File: src/rtl/decoder_scan_pkg.sv
// -----------------------------------------------------------------------------
// decoder_scan_pkg
// Shared definitions for the decoder_4x16 scan driver: FSM state encoding,
// select-code width, terminal code values and the code-advance helper.
// -----------------------------------------------------------------------------
package decoder_scan_pkg;

    localparam int CODE_W = 4;

    localparam logic [CODE_W-1:0] CODE_MAX = 4'hF;
    localparam logic [CODE_W-1:0] CODE_MIN = 4'h0;

    typedef enum logic {
        S_IDLE = 1'b0,
        S_RUN  = 1'b1
    } state_e;

    // Next code in the sweep; wraps naturally mod 16 in both directions.
    function automatic logic [CODE_W-1:0] next_code(input logic [CODE_W-1:0] code,
                                                    input logic              down);
        return down ? (code - 4'd1) : (code + 4'd1);
    endfunction

endpackage

File: src/rtl/decoder_scan_driver_dwell_timer.sv
// -----------------------------------------------------------------------------
// dwell_timer
// Counts the cycles a select code has been held. expire_o is high in the cycle
// where the count equals limit_i; when enabled in that cycle the counter
// returns to zero, so it never runs past the limit.
//
// Ports:
//   clk_i     rising-edge clock
//   reset_i   synchronous active-high reset
//   clear_i   force the count to zero on the next edge (priority over en_i)
//   en_i      advance the count this cycle
//   limit_i   dwell limit (code is held limit_i+1 cycles)
//   expire_o  count == limit_i
// -----------------------------------------------------------------------------
module dwell_timer #(
    parameter int DWELL_W = 8
) (
    input  logic               clk_i,
    input  logic               reset_i,
    input  logic               clear_i,
    input  logic               en_i,
    input  logic [DWELL_W-1:0] limit_i,
    output logic               expire_o
);

    logic [DWELL_W-1:0] cnt_q;
    logic [DWELL_W-1:0] cnt_d;

    assign expire_o = (cnt_q == limit_i);

    always_comb begin
        cnt_d = cnt_q;
        if (clear_i) begin
            cnt_d = '0;
        end else if (en_i) begin
            cnt_d = expire_o ? '0 : cnt_q + 1'b1;
        end
    end

    always_ff @(posedge clk_i) begin
        if (reset_i) begin
            cnt_q <= '0;
        end else begin
            cnt_q <= cnt_d;
        end
    end

endmodule

File: src/rtl/decoder_scan_driver.sv
// -----------------------------------------------------------------------------
// decoder_scan_driver
// Drives the 4-bit select code W,X,Y,Z (W = MSB) of a decoder_4x16 through all
// 16 values, holding each code for dwell+1 cycles. Single-shot or continuous,
// up or down. All outputs come straight from registers.
//
// Ports:
//   clk        rising-edge clock
//   reset      synchronous active-high reset
//   start      begin sweep (IDLE only)
//   stop       abort sweep (RUN only)
//   load       load load_val into the code register (IDLE only)
//   load_val   code to load, bit 3 = W
//   mode_cont  1 = continuous wrap, 0 = single sweep (captured at start)
//   dir_down   1 = decrement, 0 = increment (captured at start)
//   dwell      extra hold cycles per code (captured at start)
//   W,X,Y,Z    select code bits 3..0
//   busy       high while in RUN
//   step       pulse in the cycle after a sweep advance
//   done       pulse at end of sweep, and on each wrap in continuous mode
// -----------------------------------------------------------------------------
module decoder_scan_driver
    import decoder_scan_pkg::*;
#(
    parameter int DWELL_W = 8,
    parameter int CODE_W  = 4
) (
    input  logic               clk,
    input  logic               reset,
    input  logic               start,
    input  logic               stop,
    input  logic               load,
    input  logic [CODE_W-1:0]  load_val,
    input  logic               mode_cont,
    input  logic               dir_down,
    input  logic [DWELL_W-1:0] dwell,
    output logic               W,
    output logic               X,
    output logic               Y,
    output logic               Z,
    output logic               busy,
    output logic               step,
    output logic               done
);

    state_e             state_q, state_d;
    logic [CODE_W-1:0]  code_q,  code_d;
    logic               step_q,  step_d;
    logic               done_q,  done_d;

    // Sweep configuration, frozen for the duration of a run.
    logic               cont_q,  cont_d;
    logic               down_q,  down_d;
    logic [DWELL_W-1:0] dwell_q, dwell_d;

    logic               tmr_clear;
    logic               tmr_en;
    logic               expire;
    logic               terminal;

    dwell_timer #(
        .DWELL_W (DWELL_W)
    ) u_dwell_timer (
        .clk_i    (clk),
        .reset_i  (reset),
        .clear_i  (tmr_clear),
        .en_i     (tmr_en),
        .limit_i  (dwell_q),
        .expire_o (expire)
    );

    assign terminal = down_q ? (code_q == CODE_MIN) : (code_q == CODE_MAX);

    always_comb begin
        state_d   = state_q;
        code_d    = code_q;
        step_d    = 1'b0;
        done_d    = 1'b0;
        cont_d    = cont_q;
        down_d    = down_q;
        dwell_d   = dwell_q;
        tmr_clear = 1'b0;
        tmr_en    = 1'b0;

        case (state_q)
            S_IDLE: begin
                if (load) begin
                    code_d = load_val;
                end
                if (start) begin
                    state_d   = S_RUN;
                    tmr_clear = 1'b1;
                    cont_d    = mode_cont;
                    down_d    = dir_down;
                    dwell_d   = dwell;
                end
            end
            S_RUN: begin
                // stop wins over a dwell expiry landing in the same cycle.
                if (stop) begin
                    state_d   = S_IDLE;
                    tmr_clear = 1'b1;
                end else begin
                    tmr_en = 1'b1;
                    if (expire) begin
                        if (terminal && !cont_q) begin
                            // Single-shot end: code stays on the terminal value.
                            state_d = S_IDLE;
                            done_d  = 1'b1;
                        end else begin
                            code_d = next_code(code_q, down_q);
                            step_d = 1'b1;
                            done_d = terminal;
                        end
                    end
                end
            end
            default: begin
                state_d = S_IDLE;
            end
        endcase
    end

    always_ff @(posedge clk) begin
        if (reset) begin
            state_q <= S_IDLE;
            code_q  <= '0;
            step_q  <= 1'b0;
            done_q  <= 1'b0;
        end else begin
            state_q <= state_d;
            code_q  <= code_d;
            step_q  <= step_d;
            done_q  <= done_d;
        end
    end

    always_ff @(posedge clk) begin
        cont_q  <= cont_d;
        down_q  <= down_d;
        dwell_q <= dwell_d;
    end

    assign W    = code_q[3];
    assign X    = code_q[2];
    assign Y    = code_q[1];
    assign Z    = code_q[0];
    assign busy = (state_q == S_RUN);
    assign step = step_q;
    assign done = done_q;

endmodule

File: config.mk
export PLATFORM = sky130hd
export DESIGN_NAME = decoder_scan_driver
export DESIGN_NICKNAME = d
export VERILOG_FILES = /design/src/rtl/decoder_scan_pkg.sv /design/src/rtl/decoder_scan_driver_dwell_timer.sv /design/src/rtl/decoder_scan_driver.sv
export SDC_FILE = /design/constraint.sdc
export NUM_CORES = 1
export LEC_CHECK = 0
export BUFFER_PORTS_ARGS = -buffer_cell sky130_fd_sc_hd__clkbuf_2
export CORE_AREA = 2 2 42 73
export CTS_CLUSTER_SIZE = 14
export DETAILED_ROUTE_END_ITERATION = 10
export DIE_AREA = 0 0 44 75
export PLACE_DENSITY = 0.72
export SLEW_MARGIN = 20
export SYNTH_ARGS = -nofsm -noshare
export SYNTH_HDL_FRONTEND = slang
export SYNTH_SLANG_ARGS = --single-unit
File: constraint.sdc
create_clock -name clk -period 1.7 [get_ports clk]
set_clock_uncertainty 0.2 [all_clocks]
set_input_delay 0 -clock clk [delete_from_list [all_inputs] [get_ports clk]]
set_output_delay 0 -clock clk [all_outputs]
set_load 0.02 [all_outputs]
* Yosys cells after proc, flatten, opt, wreduce, memory -nomap -nowiden
Cells that the tools add are included.
** Word-level totals
- Bits in registers :: 25
- Latch bits :: 0
- RAM bits :: 0
- ROM bits :: 0
- Input port bits :: 19
- Memories :: 0
** Operators by class
- $add $sub $neg :: 3
- $mul :: 0
- Div/mod/pow operators :: 0
- Magnitude comparators :: 0
- Equality and inequality tests :: 6
- Shift-type cells :: 0
- Muxes and demuxes :: 18
- Bitwise logic cells :: 2
- Reduce and logical (&&, ||, !) cells :: 7
** Operators with widths (count)
- 4-bit two-way mux :: 5
- 1-bit two-way mux :: 9
- 8-bit by 1-bit adder with 8-bit output, second input constant :: 1
- 8-bit == test :: 1
- 8-bit two-way mux :: 1
- 4-bit one-hot mux with 2 select lines :: 1
- 2-bit inequality test, second input constant :: 3
- 4-bit by 1-bit adder with 4-bit output, second input constant :: 1
- 4-bit == test, second input constant :: 1
- 4-bit logical NOT :: 1
- 1-bit one-hot mux with 2 select lines :: 2
- 4-bit AND reduction :: 1
- 4-bit OR reduction :: 1
- 4-bit by 1-bit subtractor with 4-bit output, second input constant :: 1
- 2-bit by 1-bit inequality test with 1-bit output, second input constant :: 1
- 1-bit inverter :: 2
- 2-bit AND reduction :: 1
- 2-bit OR reduction :: 1
- 1-bit logical AND :: 1
- 1-bit logical NOT :: 1

* Depth between registers and ports, before layout
Gate-level depths: netlist of run 1.
- Depth in word-level cells :: 7
- Mapped depth :: 6

* By module
Synthesis of run 1 repeated with hierarchy kept, for this count alone.
** Unflattened totals
- Cell total of the unflattened synthesis :: 117
- Area, all modules :: 1277.5 um^2
** Modules (own cells, without submodules)
- decoder_scan_driver :: times used 1, cells each 68, area each 829.5 um^2
- dwell_timer :: times used 1, cells each 49, area each 447.9 um^2

* Worst setup path before layout of run 1
Ideal clock, no wire load.
- Path kind :: flip-flop to flip-flop
- Start point :: register code_q[0]
- End point :: register code_q[2]
- Library setup time :: 121 ps
- Data arrival time :: 1582 ps
- Required time :: 1379 ps
- Setup slack :: -203 ps
- Cell stages (with the launch flop) :: 7
- Buffers on the path :: 0
- Clock period less this slack :: 1903 ps
- Cell sequence :: dfxtp_1 inv_1 fa_1 xnor2_1 mux2i_1 nor2_1 mux2_4
** Between the ends
- Cells in the longest elaborated chain, start to end :: 6
- Elaborated cells on any way between the ends :: 13
** Ends and longest elaborated chain
- start: declaration :: line decoder_scan_driver.sv:47 : logic [CODE_W-1:0] code_q, code_d;
- start signal: assignment :: line decoder_scan_driver.sv:132 : code_q <= code_d;
- 4-bit by 1-bit adder with 4-bit output or 4-bit by 1-bit subtractor with 4-bit output (tied branches) :: line decoder_scan_pkg.sv:21 : return down ? (code - 4'd1) : (code + 4'd1);
- 4-bit two-way mux :: line decoder_scan_pkg.sv:21
- 4-bit two-way mux :: line decoder_scan_driver.sv:106 : if (terminal && !cont_q) begin
- 4-bit two-way mux :: line decoder_scan_driver.sv:105 : if (expire) begin
- 4-bit two-way mux :: line decoder_scan_driver.sv:100 : if (stop) begin
- 4-bit one-hot mux with 2 select lines :: line decoder_scan_driver.sv:85 : case (state_q)
Several ways; a longest one is shown, not always the timed one. The select of a mux whose other input is x is not followed.
A chain may end at the register's enable or synchronous reset.

* Worst setup path in the final report of run 1
- Start point :: register down_q
- End point :: register code_q[3]
** Between the ends
- Cells in the longest elaborated chain, start to end :: 5
- Elaborated cells on any way between the ends :: 9
** Ends and longest elaborated chain
- start: declaration :: line decoder_scan_driver.sv:53 : logic down_q, down_d;
- start signal: assignment :: line decoder_scan_driver.sv:140 : down_q <= down_d;
- 4-bit two-way mux :: line decoder_scan_pkg.sv:21
- 4-bit two-way mux :: line decoder_scan_driver.sv:106
- 4-bit two-way mux :: line decoder_scan_driver.sv:105
- 4-bit two-way mux :: line decoder_scan_driver.sv:100
- 4-bit one-hot mux with 2 select lines :: line decoder_scan_driver.sv:85
Several ways; a longest one is shown, not always the timed one. The select of a mux whose other input is x is not followed.

==> results.yml, run 1 <==
run_status:
  outcome: "complete, but fails checks"
  violations: "setup timing"
timing:
  min_period_over_period: 1.12
  worstMarginPinSlew_ns: 0.415
  rsz0062_at_grt: "yes"
  worst_slack_ns: -0.208
  setup_viol: 4
  period_minus_slack_ns: 1.91
  slew_violations: 0
  setup_tns_ns: -0.665
  hold_violations: 0
  max_clock_freq_mhz: 524
  slew-limit-headroom: 0.722
worst_hold_path:
  hp-start: "stop"
  hp-class: "input pin to flip-flop"
setup_path:
  startpoint_type: "flip-flop"
  cp.required_ns: 1.70
  slowest_delay_ns: 0.50
  crit_arrival_ns: 1.91
  end_kind: "flip-flop"
  crit_path_max_fanout: 6
  startpoint: "down_q$_DFFE_PP_"
  regToRegStartpoint: "down_q$_DFFE_PP_"
  cp_cell_sequence: "buf_6 -> ha_4 -> nand3_2 -> a21o_1 -> a311o_1 -> mux2i_1"
  crit_slowest_cell: "edfxtp_1"
  path_class: "flip-flop to flip-flop"
grt:
  grt_pass1_vias: 1189
  grt_pass1_wl_mm: 4.94
  overflow: 0
  antenna_found_initial: 0
  grt_use_total: 0.205
  grt_max_degree: 16
power:
  p_int_mw: 0.964
  clkPwrFrac: 0.272
  p_seq_frac: 0.521
  p_sw_mw: 0.339
  pwr-share-comb: 0.207
  peakVddDrop_mv: 0.570
  leakage_nw: 0.786
  cellPowerDensity_nw_per_um2: 677
  power_mw: 1.30
  power_switching_share: 0.260
logic_synthesis:
  yosysTopAreaCellShare: 0.237
  synth_seq_area_share: 0.475
  syn_area_um2: 1260
  yosysUniqueCellTypes: 36
  synth.largest_area_cell: "dfxtp_1"
  synth_area_leaders: "dfxtp_1, edfxtp_1, xnor2_1, mux2i_1, nor3_1"
  yosysWarnings: 0
  synthCells: 115
  avgSynthCellArea_um2: 11.0
  ys_ff_latch: 25
  synthesis.nets: 138
route:
  wl_per_cell_um: 15.1
  viasPerCell: 5.32
  via_count: 1095
  first_pass_iters: 4
  drc: 0
  dr.first_iter.drc_count: 20
  wl_mm: 3.12
  antenna_left: 0
cts:
  cts.path.max_buffers: 2
  tritoncts.num_buffers: 3
  htree_levels: 1
  cts_sinks: 25
  cts_tree: "done"
  root_buffer: "clkbuf_8"
  path_clk_slew_ns: 0.09
  clk_latency_ns: 0.27
final_layout:
  area_growth_pct: 52.2
  antenna_cells: 0
  layout-drive-gt1-share: 0.430
  nets: 203
  stdcell_area_um2: 1930
  stdcell_count: 206
place:
  port_buffers: 25
  pre_cts_ws_ns: -0.197
  dpl.cell_count: 183
  dpl_cell_area_um2: 1560
  gp_congestion: 0.942
  detailedPlacementHpwl_mm: 2.18
floorplanning:
  rows: 25
  die_width_um: 44
  die_y_um: 75
  coreArea_um2: 2690
  die_area_um2: 3300
  io_pins: 26
  start_util: 0.470
flow_run:
  maxCapViolations: 0
## placed cells by master (no fill, tap or decap), types with 3 or more instances in the layout
cell / instances
buf_4: 17
buf_6: 4
clkbuf_2: 25
clkbuf_8: 3
dfxtp_1: 12
dfxtp_2: 3
dlygate4sd3_1: 17
edfxtp_1: 10
inv_1: 5
mux2i_1: 5
nand2_1: 4
nand2b_1: 6
nor2_1: 7
nor3_1: 4
nor3_2: 6
xnor2_1: 9
xnor2_2: 4
xor2_1: 4
## final timing paths
check	end	cells after the start	slack [ns]
min reg2reg	code_q[1]$_SDFFE_PP0P_	2	0.34
min	busy$_SDFF_PP0_	4	0.08
max	code_q[3]$_SDFFE_PP0P_	6	-0.21
max reg2reg	code_q[3]$_SDFFE_PP0P_	6	-0.21
## kinds of logic (layout without fill, tap and decap cells)
family,count (synthesis),in the layout,synth area share
muxes,6,6,0.0514
adders and majority gates,4,4,0.0455
DFF,25,25,0.475
xor gates and xnor gates,17,17,0.118
and+or+nand+nor,43,43,0.202
AOI/OAI and AO/OA,12,12,0.0831
buffers and inverters,8,72,0.0257
## Yosys cell counts (all sizes together)
cell type / number
o21a: 1
a221o: 1
o21ai: 1
ha: 3
a311o: 1
nand2: 4
o31a: 1
a21o: 1
and4: 1
or2: 1
a21oi: 3
clkbuf: 1
fa: 1
mux2i: 5
nand4b: 1
xor2: 4
nor2: 7
buf: 2
xnor2: 13
nor4: 1
dfxtp: 15
nor3b: 2
a211o: 1
edfxtp: 10
and2b: 1
nor2b: 2
nand2b: 6
a221oi: 1
nand3: 3
mux2: 1
o41ai: 1
nand4: 3
inv: 5
nor3: 11
## per-layer routing
metal | global-route usage | up-vias | wire, µm
li1 | - | 539 | -
met1 | 0.199 | 518 | 1100
met2 | 0.415 | 28 | 1850
met3 | 0.0216 | 10 | 56
met4 | 0.0842 | 0 | 114
met5 | 0 | - | 0
## layout make-up
cell class                 instances  area [µm²]
fill                             194         764
multi-input combinational         82         752
sequential                        25         604
timing repair buffer              63         468
clock buffer                       3        41.3
tap                               27        33.8
inverter                           5        18.8
clock inverter                     1        7.51
## critical path: cells and delay by family (launching register included)
kind	cells	cell delay [ns]
AO/OA/AOI/OAI	2	0.50
adder cells (fa/ha/maj)	1	0.25
buffers and inverters	1	0.17
flip-flops	1	0.50
multiplexers	1	0.13
AND/OR/NAND/NOR	1	0.08
## registers in the layout, indices dropped and copies added, names as in the netlist
register and flops:
down_q 1, code_q 4, dwell_q 8, busy 1
u_dwell_timer.cnt_q 8, step 1, done 1, cont_q 1
## power groups by stage
stage	Combinational, mW	Sequential [mW]	Clock (mW)
global route	0.294	0.682	0.384
global placement	0.201	0.688	0
detailed placement	0.205	0.690	0
finish	0.270	0.679	0.354
floorplan	0.111	0.699	0
CTS	0.250	0.677	0.369
## per-stage QoR
stage / utilization / hold WS, ns
finish: 0.716 / 0.0817
global route: 0.716 / 0.102
CTS: 0.685 / 0.0588
detailed placement: 0.579 / -0.0214
global placement: 0.579 / -0.0238
floorplan: - / -0.101
## timing repair
| action | 4_1_cts | 5_1_grt |
|---|---|---|
| buffers inserted | 1 | 1 |
| setup endpoints to repair | 15 | 15 |
| gates resized for setup | 10 | 13 |
| hold buffers | 17 | 0 |
| pin swaps | 2 | 11 |
| hold endpoints to repair | 17 | 0 |
Power figures use the tool's default switching activity.
==> run 2: changes to the inputs <==
--- a/config.mk
+++ b/config.mk
@@ -6,11 +6,10 @@
 export NUM_CORES = 1
 export LEC_CHECK = 0
 export BUFFER_PORTS_ARGS = -buffer_cell sky130_fd_sc_hd__clkbuf_2
-export CORE_AREA = 2 2 42 73
+export CORE_AREA = 2 2 45 77
 export CTS_CLUSTER_SIZE = 14
 export DETAILED_ROUTE_END_ITERATION = 10
-export DIE_AREA = 0 0 44 75
-export PLACE_DENSITY = 0.72
+export DIE_AREA = 0 0 47 79
 export SLEW_MARGIN = 20
 export SYNTH_ARGS = -nofsm -noshare
 export SYNTH_HDL_FRONTEND = slang
==> constraint.sdc (replaced) <==
create_clock -name clk -period 1.7 [get_ports clk]
set_clock_uncertainty 0.2 [all_clocks]
set_input_delay 0.17 -clock clk [delete_from_list [all_inputs] [get_ports clk]]
set_output_delay 0.17 -clock clk [all_outputs]
set_load 0.02 [all_outputs]
==> run 2 against run 1 <==
The flow still finishes with violations (setup timing). Highest routed layer unchanged. Maximum frequency down 0.71%. Combinational power down 8.5%. Core utilization down 12 points. Global-route usage down 1.6 points. Routed wire length down 2.7%. Final cell count up 5.8%. Critical path type unchanged. Cell area down 4.5%. Critical path depth down 2. Largest power group unchanged. Die area up 13%.
==> results.yml, run 2 (same netlist as run 1, synthesis figures left out) <==
floorplanning:
  die_area_um2: 3710
  rows: 27
  coreArea_um2: 3110
  die_y_um: 79
  die_width_um: 47
  io_pins: 26
  start_util: 0.407
worst_hold_path:
  holdPathStages: 3
  hp-start: "start"
  hp-class: "input pin to flip-flop"
  worstHoldEndpoint: "busy$_SDFF_PP0_"
setup_path:
  crit_arrival_ns: 1.89
  r2r_slack_ns: -0.22
  crit_slowest_cell: "edfxtp_1"
  end_kind: "flip-flop"
  slowest_delay_ns: 0.53
  crit_path_max_fanout: 7
  path_class: "flip-flop to flip-flop"
  ff2ff_path_depth: 4
  regToRegStartpoint: "down_q$_DFFE_PP_"
  cp_cell_sequence: "nor2b_4 -> a221o_1 -> o31a_4 -> mux2_4"
  startpoint_type: "flip-flop"
  timing.rr.end: "code_q[2]$_SDFFE_PP0P_"
  cp.required_ns: 1.66
final_layout:
  layout_commonest_cell: "clkbuf_2"
  area_growth_pct: 45.4
  stdcell_count: 218
  top_regs: "dwell_q (8), u_dwell_timer.cnt_q (8), code_q (4)"
  layout-drive-gt1-share: 0.400
  nets: 199
  final_cell_mix: "clkbuf_2, buf_4, dfxtp_1"
  antenna_cells: 0
cts:
  cts_sinks: 25
  tritoncts.num_buffers: 3
  cts.path.max_buffers: 2
  root_buffer: "clkbuf_8"
  clk_latency_ns: 0.27
  htree_levels: 1
  path_clk_slew_ns: 0.08
  cts_tree: "done"
  cts_setup_buffers: 0
grt:
  grt_pass1_vias: 1190
  busiest_layer: "met2"
  grt_use_met1: 0.194
  overflow: 0
  grt_use_total: 0.189
  grt_pass1_wl_mm: 5.06
  grt_max_degree: 14
  antenna_found_initial: 0
  use_met2: 0.355
  use_met3: 0.0182
power:
  peakVddDrop_mv: 0.515
  leakage_nw: 0.781
  cellPowerDensity_nw_per_um2: 696
timing:
  slew-limit-headroom: 0.735
  worst_slack_ns: -0.222
  period_minus_slack_ns: 1.92
  min_period_over_period: 1.13
  slew_violations: 0
  rsz0062_at_grt: "yes"
  hold_violations: 0
  setup_viol: 4
  max_clock_freq_mhz: 520
  holdWs_ns: 0.0117
  worstMarginPinSlew_ns: 0.387
route:
  wl_mm: 3.03
  wl_per_cell_um: 13.9
  antenna_left: 0
  first_pass_iters: 4
  via_count: 1071
  viasPerCell: 4.91
  drc: 0
  dr.first_iter.drc_count: 15
place:
  port_buffers: 25
  gp_congestion: 0.888
  dpl.cell_count: 204
  detailedPlacementHpwl_mm: 2.38
run_status:
  outcome: "complete, but fails checks"
  violations: "setup timing"
flow_run:
  maxCapViolations: 0
run 2: cell count changes in the layout (fill, tap and decap cells not counted), sizes merged:
cell | previous run | this run
clkinvlp | 1 | 0
buf | 21 | 24
dlygate4sd3 | 17 | 10
clkbuf | 28 | 29
run 2: critical path, delay by kind of cell, from the launching register on:
family	cells	cell delay, ns
flops	1	0.53
simple gates	1	0.18
mux	1	0.29
compound gates	2	0.62
run 2: cell type report:
cell class                 instances  area [µm²]
clock buffer                       4        45.0
fill                             281        1270
inverter                           5        18.8
multi-input combinational         82         704
sequential                        25         604
tap                               43        53.8
timing repair buffer              59         413
run 2: how the worst max path moves through the flow:
stage	startpoint	end	slack, ns	cells after the start
floorplan	down_q$_DFFE_PP_	code_q[2]$_SDFFE_PP0P_	-0.14	4
global placement	down_q$_DFFE_PP_	code_q[2]$_SDFFE_PP0P_	-0.13	4
detailed placement	down_q$_DFFE_PP_	code_q[3]$_SDFFE_PP0P_	-0.19	5
CTS	down_q$_DFFE_PP_	code_q[2]$_SDFFE_PP0P_	-0.22	4
global route	down_q$_DFFE_PP_	code_q[3]$_SDFFE_PP0P_	-0.29	5
finish	down_q$_DFFE_PP_	code_q[2]$_SDFFE_PP0P_	-0.22	4
run 2: timing repair:
item | 4_1_cts | 5_1_grt
pin swaps | 1 | 1
hold endpoints to repair | 10 | 0
hold buffers | 10 | 0
setup endpoints to repair | 14 | 15
gates cloned | 0 | 0
resized for setup | 6 | 7
run 2: through the flow:
step | area [µm²] | total power [mW] | worst slack, ns | util | TNS [ns]
CTS | 1810 | 1.28 | -0.217 | 0.582 | -0.729
finish | 1840 | 1.28 | -0.222 | 0.592 | -0.742
detailed placement | 1610 | 0.905 | -0.189 | 0.519 | -0.937
global placement | 1610 | 0.898 | -0.130 | 0.519 | -0.704
global route | 1840 | 1.34 | -0.290 | 0.592 | -1.67
floorplan | 1270 | 0.810 | -0.136 | - | -0.255
run 2: where the power goes:
part | switching [mW] | internal (mW) | total, mW
logic | 0.114 | 0.133 | 0.247
clock network | 0.185 | 0.168 | 0.353
registers | 0.0270 | 0.653 | 0.680
run 2: layer usage:
| metal | part of all wire | vias up |
|---|---|---|
| met5 | 0 | - |
| met3 | 0.027 | 9 |
| met4 | 0.026 | 0 |
| met2 | 0.59 | 25 |
| li1 | - | 531 |
| met1 | 0.35 | 506 |
==> run 3: changes to the inputs <==
--- a/config.mk
+++ b/config.mk
@@ -6,10 +6,13 @@
 export NUM_CORES = 1
 export LEC_CHECK = 0
 export BUFFER_PORTS_ARGS = -buffer_cell sky130_fd_sc_hd__clkbuf_2
-export CORE_AREA = 2 2 45 77
+export CELL_PAD_IN_SITES_DETAIL_PLACEMENT = 0
+export CELL_PAD_IN_SITES_GLOBAL_PLACEMENT = 1
+export CORE_AREA = 2 2 48 83
 export CTS_CLUSTER_SIZE = 14
 export DETAILED_ROUTE_END_ITERATION = 10
-export DIE_AREA = 0 0 47 79
+export DIE_AREA = 0 0 50 85
+export PLACE_DENSITY_LB_ADDON = 0.12
 export SLEW_MARGIN = 20
 export SYNTH_ARGS = -nofsm -noshare
 export SYNTH_HDL_FRONTEND = slang
==> run 3 against run 2 <==
The flow still finishes with violations (setup timing). Combinational power increased by 4%. Register-to-register slack improved by 0.07 ns. Sequential cell count stayed put. Routed wire length up 1.7%. Core utilization down 6.8 points. Maximum frequency rose by 3.7%. Critical endpoint unchanged. Via count grew 1.5%. First-iteration DRC count fell by 33%. Hold slack better by 0.022 ns.
==> results.yml, run 3 (same netlist as run 1, synthesis figures left out) <==
run_status:
  outcome: "complete, but fails checks"
  violations: "setup timing"
route:
  met1_length_mm: 1.08
  wl_mm: 3.08
  wl_met2_mm: 1.89
  antenna_left: 0
  wl_per_cell_um: 13.8
  first_pass_iters: 4
  viasPerCell: 4.87
  dr.first_iter.drc_count: 10
  top_layer_used: "met4"
  via_count: 1087
  drc: 0
  routed-wl-met3_um: 64
floorplanning:
  io_pins: 26
  coreArea_um2: 3590
  rows: 29
  die_width_um: 50
  die_y_um: 85
  die_area_um2: 4250
  start_util: 0.352
cts:
  path_clk_slew_ns: 0.08
  root_buffer: "clkbuf_8"
  clk_latency_ns: 0.27
  cts.path.max_buffers: 2
  cts_sinks: 25
  tritoncts.num_buffers: 3
  cts_tree: "done"
  htree_levels: 1
timing:
  worstMarginPinSlew_ns: 0.434
  holdWs_ns: 0.0338
  slew_violations: 0
  period_minus_slack_ns: 1.85
  slew-limit-headroom: 0.710
  hold_violations: 0
  rsz0062_at_grt: "yes"
  worst_slack_ns: -0.154
  min_period_over_period: 1.09
  setup_viol: 8
  max_clock_freq_mhz: 539
setup_path:
  startpoint: "down_q$_DFFE_PP_"
  path_class: "flip-flop to flip-flop"
  slowest_delay_ns: 0.47
  end_kind: "flip-flop"
  crit_end: "code_q[2]$_SDFFE_PP0P_"
  crit_arrival_ns: 1.82
  r2r_slack_ns: -0.15
  crit_slowest_cell: "edfxtp_1"
  cp_cell_sequence: "nor2b_1 -> a221o_1 -> o31a_4 -> mux2_4"
  regToRegStartpoint: "down_q$_DFFE_PP_"
  timing.rr.end: "code_q[2]$_SDFFE_PP0P_"
  cp.required_ns: 1.66
  ff2ff_path_depth: 4
  crit_path_max_fanout: 6
  startpoint_type: "flip-flop"
power:
  p_seq_frac: 0.527
  power_switching_share: 0.254
  pwr-share-comb: 0.201
  power_mw: 1.28
  leakage_nw: 0.772
  p_sw_mw: 0.325
  clkPwrFrac: 0.272
  cellPowerDensity_nw_per_um2: 681
  p_int_mw: 0.956
  peakVddDrop_mv: 0.493
final_layout:
  stdcell_count: 223
  layout_commonest_cell: "clkbuf_2"
  top_regs: "dwell_q (8), u_dwell_timer.cnt_q (8), code_q (4)"
  area_growth_pct: 48.7
  multi_input_area_um2: 717
  layout-drive-gt1-share: 0.429
  stdcell_area_um2: 1880
  nets: 201
  n_fill_cell: 336
  antenna_cells: 0
  final_cell_mix: "clkbuf_2, buf_4, dfxtp_1"
  register_area_um2: 604
place:
  port_buffers: 25
  gp_congestion: 0.765
  detailedPlacementHpwl_mm: 2.43
  pre_cts_ws_ns: -0.153
  dpl.cell_count: 206
  dpl_cell_area_um2: 1610
flow_run:
  maxCapViolations: 0
grt:
  grt_use_total: 0.159
  overflow: 0
  antenna_found_initial: 0
  grt_pass1_vias: 1121
  grt_max_degree: 14
  grt_pass1_wl_mm: 4.99
worst_hold_path:
  hp-class: "input pin to flip-flop"
run 3: cell types whose count changed in the layout (fill, tap and decap cells not counted), sizes merged:
cell,change
buf,+1
dlygate4sd3,+1
run 3: critical path, delay by kind of cell (launching register included):
kind	cells	cell delay [ns]
muxes	1	0.30
AOI/OAI and AO/OA	2	0.61
DFF	1	0.47
and+or+nand+nor	1	0.17
run 3: metal layers:
metal,vias to the layer above,GRT usage
li1,533,-
met1,526,0.143
met3,5,0.0158
met4,0,0.0606
met5,-,0
met2,23,0.334
run 3: final cells by class:
| type | count | share of cell area |
|---|---|---|
| clock buffers | 4 | 0.0240 |
| multi-input cells | 82 | 0.381 |
| well taps | 46 | 0.0306 |
| flip-flops and latches | 25 | 0.321 |
| inverters | 5 | 0.00998 |
| repair buffers | 61 | 0.233 |
run 3: worst min path at each step:
stage	start	end	slack [ns]	depth (start not counted)
floorplan	mode_cont	cont_q$_DFFE_PP_	0.07	0
global placement	mode_cont	cont_q$_DFFE_PP_	0.15	1
detailed placement	dwell[1]	dwell_q[1]$_DFFE_PP_	0.15	1
CTS	load	code_q[0]$_SDFFE_PP0P_	0.03	4
global route	load	code_q[0]$_SDFFE_PP0P_	0.07	4
finish	load	code_q[0]$_SDFFE_PP0P_	0.03	4
run 3: metrics by stage:
step           utilization  setup TNS, ns
3_5_place_dp         0.448         -0.702
4_1_cts              0.494         -0.536
5_1_grt              0.524          -1.80
2_1_floorplan            -         -0.255
3_3_place_gp         0.448         -0.292
6_report             0.524         -0.498
run 3: repair_timing:
item	4_1_cts	5_1_grt
hold endpoints to repair	11	0
hold buffers	11	0
buffers inserted	0	2
resized for setup	2	17
endpoints found under the setup margin	13	15
pin swaps	0	8
run 3: power groups by stage:
stage | clock network (mW) | registers [mW] | logic, mW
finish | 0.349 | 0.675 | 0.257
CTS | 0.361 | 0.674 | 0.244
detailed placement | 0 | 0.688 | 0.221
global placement | 0 | 0.687 | 0.217
floorplan | 0 | 0.699 | 0.111
global route | 0.374 | 0.679 | 0.283
